--- config.mk ---
export PLATFORM = sky130hd
export DESIGN_NAME = regfile_operand_fetch
export DESIGN_NICKNAME = d
export VERILOG_FILES = /design/src/rtl/regfile_operand_fetch_pkg.sv /design/src/rtl/regfile_operand_fetch_2r1w.sv /design/src/rtl/regfile_operand_fetch.sv
export SDC_FILE = /design/constraint.sdc
export NUM_CORES = 1
export LEC_CHECK = 0
export CORE_AREA = 3 3 172 174
export CTS_BUF_LIST = sky130_fd_sc_hd__clkbuf_8
export DETAILED_ROUTE_END_ITERATION = 10
export DIE_AREA = 0 0 175 177
export PLACE_DENSITY = 0.82
export SLEW_MARGIN = 20
export SYNTH_ARGS = -nofsm -noshare
export SYNTH_HDL_FRONTEND = slang
export SYNTH_SLANG_ARGS = --single-unit
--- constraint.sdc ---
create_clock -name clk -period 3.6 [get_ports clk]
set_input_delay 0.9 -clock clk [delete_from_list [all_inputs] [get_ports clk]]
set_output_delay 0.9 -clock clk [all_outputs]
set_load 0.05 [all_outputs]
--- src/rtl/regfile_operand_fetch_pkg.sv ---
// Shared pipeline definitions for the register file / operand-fetch stage.
//   DATA_W, ADDR_W, NUM_REGS : datapath and register-file geometry
//   REG_ZERO                 : hard-wired zero register address
//   id_ex_t                  : operand bundle crossing the ID/EX boundary
//   wb_clr()                 : true when writeback retires register a this cycle
package regfile_operand_fetch_pkg;

  localparam int unsigned DATA_W   = 16;
  localparam int unsigned ADDR_W   = 4;
  localparam int unsigned NUM_REGS = 2 ** ADDR_W;

  localparam logic [ADDR_W-1:0] REG_ZERO = '0;

  typedef struct packed {
    logic              valid;
    logic [DATA_W-1:0] rs_data;
    logic [DATA_W-1:0] rt_data;
    logic [ADDR_W-1:0] rd_addr;
    logic              writes;
  } id_ex_t;

  // Writeback to a non-zero register a in this cycle
  function automatic logic wb_clr(input logic              en,
                                  input logic [ADDR_W-1:0] waddr,
                                  input logic [ADDR_W-1:0] a);
    return en && (waddr == a) && (a != REG_ZERO);
  endfunction

endpackage

--- src/rtl/regfile_operand_fetch_2r1w.sv ---
// Two-read / one-write register file with write-to-read bypass.
//   clk, reset              : clock, synchronous active-high reset (clears storage)
//   wr_en, wr_addr, wr_data : write port; writes to register 0 are dropped
//   ra_addr / ra_data_c     : combinational read port A
//   rb_addr / rb_data_c     : combinational read port B
// Register 0 always reads zero; a read of the register being written this
// cycle returns the incoming write data.
module regfile_2r1w
  import regfile_operand_fetch_pkg::*;
(
  input  logic              clk,
  input  logic              reset,
  input  logic              wr_en,
  input  logic [ADDR_W-1:0] wr_addr,
  input  logic [DATA_W-1:0] wr_data,
  input  logic [ADDR_W-1:0] ra_addr,
  output logic [DATA_W-1:0] ra_data_c,
  input  logic [ADDR_W-1:0] rb_addr,
  output logic [DATA_W-1:0] rb_data_c
);

  logic [DATA_W-1:0] mem_q [NUM_REGS];
  logic [DATA_W-1:0] mem_d [NUM_REGS];

  // Write port next-state; entry 0 is held at zero
  always_comb begin
    for (int unsigned i = 0; i < NUM_REGS; i++) begin
      mem_d[i] = mem_q[i];
    end
    if (wr_en && (wr_addr != REG_ZERO)) begin
      mem_d[wr_addr] = wr_data;
    end
    mem_d[0] = '0;
  end

  always_ff @(posedge clk) begin
    if (reset) begin
      for (int unsigned i = 0; i < NUM_REGS; i++) begin
        mem_q[i] <= '0;
      end
    end else begin
      for (int unsigned i = 0; i < NUM_REGS; i++) begin
        mem_q[i] <= mem_d[i];
      end
    end
  end

  // Read ports: zero register first, then bypass, then storage
  always_comb begin
    ra_data_c = mem_q[ra_addr];
    if (ra_addr == REG_ZERO) begin
      ra_data_c = '0;
    end else if (wb_clr(wr_en, wr_addr, ra_addr)) begin
      ra_data_c = wr_data;
    end
  end

  always_comb begin
    rb_data_c = mem_q[rb_addr];
    if (rb_addr == REG_ZERO) begin
      rb_data_c = '0;
    end else if (wb_clr(wr_en, wr_addr, rb_addr)) begin
      rb_data_c = wr_data;
    end
  end

endmodule

--- src/rtl/regfile_operand_fetch.sv ---
// Register file plus operand-fetch stage feeding the ID/EX boundary.
//   clk, reset                          : clock, synchronous active-high reset
//   id_valid, rs/rt/rd_addr, id_writes  : instruction presented by decode
//   wb_en, wb_addr, wb_data             : writeback result
//   stall                               : combinational; decode must hold
//   ex_valid, rs/rt_data_ex, rd_addr_ex,
//   ex_writes                           : registered ID/EX operand bundle
// A one-bit-per-register pending scoreboard tracks in-flight writes and
// stalls issue on RAW/WAW hazards that this cycle's writeback does not clear.
module regfile_operand_fetch
  import regfile_operand_fetch_pkg::*;
(
  input  logic              clk,
  input  logic              reset,
  input  logic              id_valid,
  input  logic [ADDR_W-1:0] rs_addr,
  input  logic [ADDR_W-1:0] rt_addr,
  input  logic [ADDR_W-1:0] rd_addr,
  input  logic              id_writes,
  input  logic              wb_en,
  input  logic [ADDR_W-1:0] wb_addr,
  input  logic [DATA_W-1:0] wb_data,
  output logic              stall,
  output logic              ex_valid,
  output logic [DATA_W-1:0] rs_data_ex,
  output logic [DATA_W-1:0] rt_data_ex,
  output logic [ADDR_W-1:0] rd_addr_ex,
  output logic              ex_writes
);

  logic [NUM_REGS-1:0] pending_q, pending_d;
  id_ex_t              ex_q, ex_d;
  logic [DATA_W-1:0]   rs_data_c, rt_data_c;
  logic                raw_c, waw_c, accept_c;

  regfile_2r1w u_rf (
    .clk       (clk),
    .reset     (reset),
    .wr_en     (wb_en),
    .wr_addr   (wb_addr),
    .wr_data   (wb_data),
    .ra_addr   (rs_addr),
    .ra_data_c (rs_data_c),
    .rb_addr   (rt_addr),
    .rb_data_c (rt_data_c)
  );

  // Hazards: a pending bit retired by this cycle's writeback does not block
  always_comb begin
    raw_c = (pending_q[rs_addr] && !wb_clr(wb_en, wb_addr, rs_addr)) ||
            (pending_q[rt_addr] && !wb_clr(wb_en, wb_addr, rt_addr));
    waw_c = id_writes && pending_q[rd_addr] && !wb_clr(wb_en, wb_addr, rd_addr);
    stall    = id_valid && (raw_c || waw_c);
    accept_c = id_valid && !stall;
  end

  // Scoreboard: a new issue setting a bit wins over a retiring write
  always_comb begin
    pending_d = pending_q;
    for (int unsigned i = 1; i < NUM_REGS; i++) begin
      if (accept_c && id_writes && (rd_addr == ADDR_W'(i))) begin
        pending_d[i] = 1'b1;
      end else if (wb_clr(wb_en, wb_addr, ADDR_W'(i))) begin
        pending_d[i] = 1'b0;
      end
    end
    pending_d[0] = 1'b0;
  end

  // ID/EX register: bubble on no-accept, data/address hold their last values
  always_comb begin
    ex_d        = ex_q;
    ex_d.valid  = 1'b0;
    ex_d.writes = 1'b0;
    if (accept_c) begin
      ex_d.valid   = 1'b1;
      ex_d.rs_data = rs_data_c;
      ex_d.rt_data = rt_data_c;
      ex_d.rd_addr = rd_addr;
      ex_d.writes  = id_writes;
    end
  end

  always_ff @(posedge clk) begin
    if (reset) begin
      pending_q <= '0;
      ex_q      <= '0;
    end else begin
      pending_q <= pending_d;
      ex_q      <= ex_d;
    end
  end

  assign ex_valid   = ex_q.valid;
  assign rs_data_ex = ex_q.rs_data;
  assign rt_data_ex = ex_q.rt_data;
  assign rd_addr_ex = ex_q.rd_addr;
  assign ex_writes  = ex_q.writes;

endmodule

==> results.md <==
* Hold_sp: u_rf.mem_q[13][5]$_SDFFE_PP0P_
* Clk_skew at 0.0249 ns
* Critical path launch point type: input pin
* Clk_lat worst skew at just under 0.6 ns
* Sequential-to-total area share from yosys stat at 0.379
* Core area at 0.0279 sq mm
* FMAX at 283 MHz
* Area after DPL at ~0.016 sq mm
* Largest net degree at the start of global routing at approximately 130
* Area growth syn-to-layout at 12.9%
* R2r startpoint: pending_q[1]$_SDFFE_PP0P_
* Syn Area/Cell at 8.50 sq um
* Slew Viols, Final at 0
* Drc violations at 0
* TritonCTS buffer count at 46
* Status: completed
* DRT antenna net count at 0
* GP Congestion at 0.956
* Hold_ws at 0.469 ns
* Tot GR Track Use at 0.316
* CP Cell Sequence: clkdlybuf4s50_1 > xnor2_1 > nand4_1 > o21ai_1 > o32ai_4 > o21a_1 > buf_12
* Tcrit/Tclk final at 0.981
* TritonCTS clock tree: built
* # IOs at 76
* Final setup fails at 0
* Minimum clock period at 3.53 ns
* Finished Cell Area at 0.0175 sq mm
* Via count at 14600
* Synth Register Bits at a little under 300
* DRT Pass-1 Iters at 6
* Max-Cap Viols at 0
* Synth cell types at 57
* IO Port Bufs at 75
* Clk slew on worst S/H paths at roughly 0.06 ns
* CTS Hold Bufs at 0
* Cell at the root of the clock tree: clkbuf_8
* Layout net count at 1886
* Mapped Nets at 1858
* Yosys warns at 0
* Number of flops mapped to enable cells by yosys at 0
* CP max stage delay at approximately 0.61 ns
* Slowest CP cell: clkdlybuf4s50_1
* Cell Rows at 61
* Critical path peak fanout at 5
* Tightest Hold Check Type: flip-flop to flip-flop
* PwrDens at a little over 400 mW/mm^2
* Maximum vdd drop at between 200 and 250 uV
* Ant diodes at 0
* WHS Endpoint: u_rf.mem_q[13][5]$_SDFFE_PP0P_
* First-pass GRT wire length at 77600 um
* CP Capture Type: output port
* H-Tree Depth at 2
* Bufs on Longest Clock Path at 3
* R2r setup slk at 0.65 ns
* CP Data Required Time at roughly 2.7 ns
* Drt total wl at 50400 um
* Setup tns final at 0 ns
* Initial antenna violation count at 0
* Die width at roughly 180 um
* R2R Path End: rt_data_ex[9]$_SDFFE_PP0N_
* Core Util, Final at 0.626
* Worst slew margin at 0.203
* Mapped Cells at 1821
* R2r worst-path depth at 15
* Grt ovf at 0
* Number of global-route vias before repair at 14100
* DR vias/cell at 6.45
* DRT iter0 DRCs at ~2100
* Die ar. at 0.0310 sq mm
* Wire per inst at 22.3 um
* Critical path type: input pin to output port
* Bufs and invs on worst path at 2
* Slew at the pin closest to its max-slew limit at ~1.2 ns
* Layout cells sized above 1 at 0.162
* CP arrival at between 2 and 3 ns
* Final hold vios at 0
* Die Y at 177 um
* Post-synth top flop: dfxtp_1
* Synthesized area at around 0.015 sq mm
* Unrepaired setup endpoints after global routing: no
* Fill count at 2263
* Hold path cells at 2
* Post-synthesis async set-or-reset flop share at 0
* DP HPWL at around 32000 um
* Crit path max-delay family: buffers and inverters
* Clock sinks at 293
* Initial core utilization at 0.554
* Leakage at 6.26 nW
where the power goes:
group          switching [mW]  internal (mW)  total (mW)  leakage (nW)
Clock                    1.35           1.50        2.85         0.551
Combinational           0.622          0.362       0.984          3.35
Sequential             0.0378           3.30        3.34          2.37
cell families (layout without fill, tap and decap cells):
kind of cell / after synthesis / after routing / share of synthesized area
buffers and inverters: 186 / 250 / 0.0624
and+or+nand+nor: 747 / 747 / 0.206
AOI/OAI and AO/OA: 379 / 379 / 0.149
xor gates and xnor gates: 9 / 9 / 0.00509
DFF: 293 / 293 / 0.379
muxes: 207 / 207 / 0.198
synth_stat cells (32+ instances only):
library cell / count / area [sq um]
or4_1: 32 / 240
a221o_1: 33 / 330
mux2_2: 38 / 428
mux4_2: 71 / 1600
nand2_1: 525 / 1970
dfxtp_1: 293 / 5870
nor2_1: 82 / 308
clkbuf_1: 119 / 447
a221oi_1: 32 / 280
nor2b_1: 35 / 219
mux2i_1: 67 / 671
a21oi_1: 278 / 1390
sequential cells by signal, summed over array words and instances (netlist names):
signal	count
ex_valid	1
ex_writes	1
pending_q	15
rd_addr_ex	4
rs_data_ex	16
rt_data_ex	16
u_rf.mem_q	240
worst register-to-register path, cell delays in order (launching register included):
cell	delay, ns
dfxtp_1	0.37
mux2_2	0.28
a2111o_1	0.40
o211ai_1	0.14
buf_4	0.16
buf_4	0.09
buf_4	0.09
buf_4	0.09
buf_4	0.09
buf_4	0.09
buf_4	0.09
buf_4	0.11
o21ai_4	0.09
nor2_4	0.12
buf_12	0.24
mux2_1	0.40
stage by stage:
step           cells  power (mW)  setup WS (ns)
6_report        2263        7.17         0.0686
3_3_place_gp    2172        4.33        -0.0841
4_1_cts         2263        7.14         0.0534
2_1_floorplan   1821        4.05          0.283
3_5_place_dp    2172        4.35        -0.0873
5_1_grt         2263        7.35        0.00746
per-layer routing:
metal  share of wire  vias up  GRT usage
li1                -     6413          -
met1            0.37     6889      0.408
met2            0.44     1046      0.481
met3            0.14      245     0.0946
met4           0.051        0      0.165
met5               0        -          0
layout by cell type (no fill, tap or decap), drive strengths merged, types with 2 or more instances in the layout:
master / n
a31o: 7
dfxtp: 293
o32ai: 2
xnor2: 9
a221oi: 32
nand2b: 7
and2: 3
mux2i: 67
inv: 23
o31ai: 5
buf: 93
and3b: 4
and3: 7
nor3: 12
mux4: 72
o21ai: 12
nor2: 83
clkinv: 5
nand3: 15
nand4: 4
nor2b: 35
nand2: 525
mux2: 68
or4: 32
nor3b: 2
a221o: 33
clkbuf: 58
or2: 9
a21oi: 279
or3: 8
clkdlybuf4s50: 66
o21a: 2
dlygate4sd2: 2
layout make-up:
type,count,area (sq um),area share
Sequential cell,293,5870,0.336
Tap cell,378,473,0.0271
Timing Repair Buffer,163,1480,0.0846
Inverter,3,11.3,0.000644
Clock buffer,57,785,0.0449
Clock inverter,27,145,0.00831
Multi-Input combinational cell,1342,8710,0.499
worst max path at each step:
stage | startpoint | to | slack, ns | cells past startpoint
after floorplan | rt_addr[3] | stall | 0.28 | 7
after global placement | rd_addr[0] | stall | -0.08 | 7
after detailed placement | rd_addr[0] | stall | -0.09 | 7
after CTS | rt_addr[2] | stall | 0.05 | 7
after global routing | wb_addr[2] | stall | 0.007 | 7
final | wb_addr[1] | stall | 0.07 | 7
timing repair:
action	4_1_cts	5_1_grt
gates cloned	0	0
endpoints found under the hold margin	0	0
pin swaps	2	2
buffers inserted	7	0
setup endpoints to repair	1	29
resized for setup	3	3
Note: power is estimated with default switching activity, not from simulation.
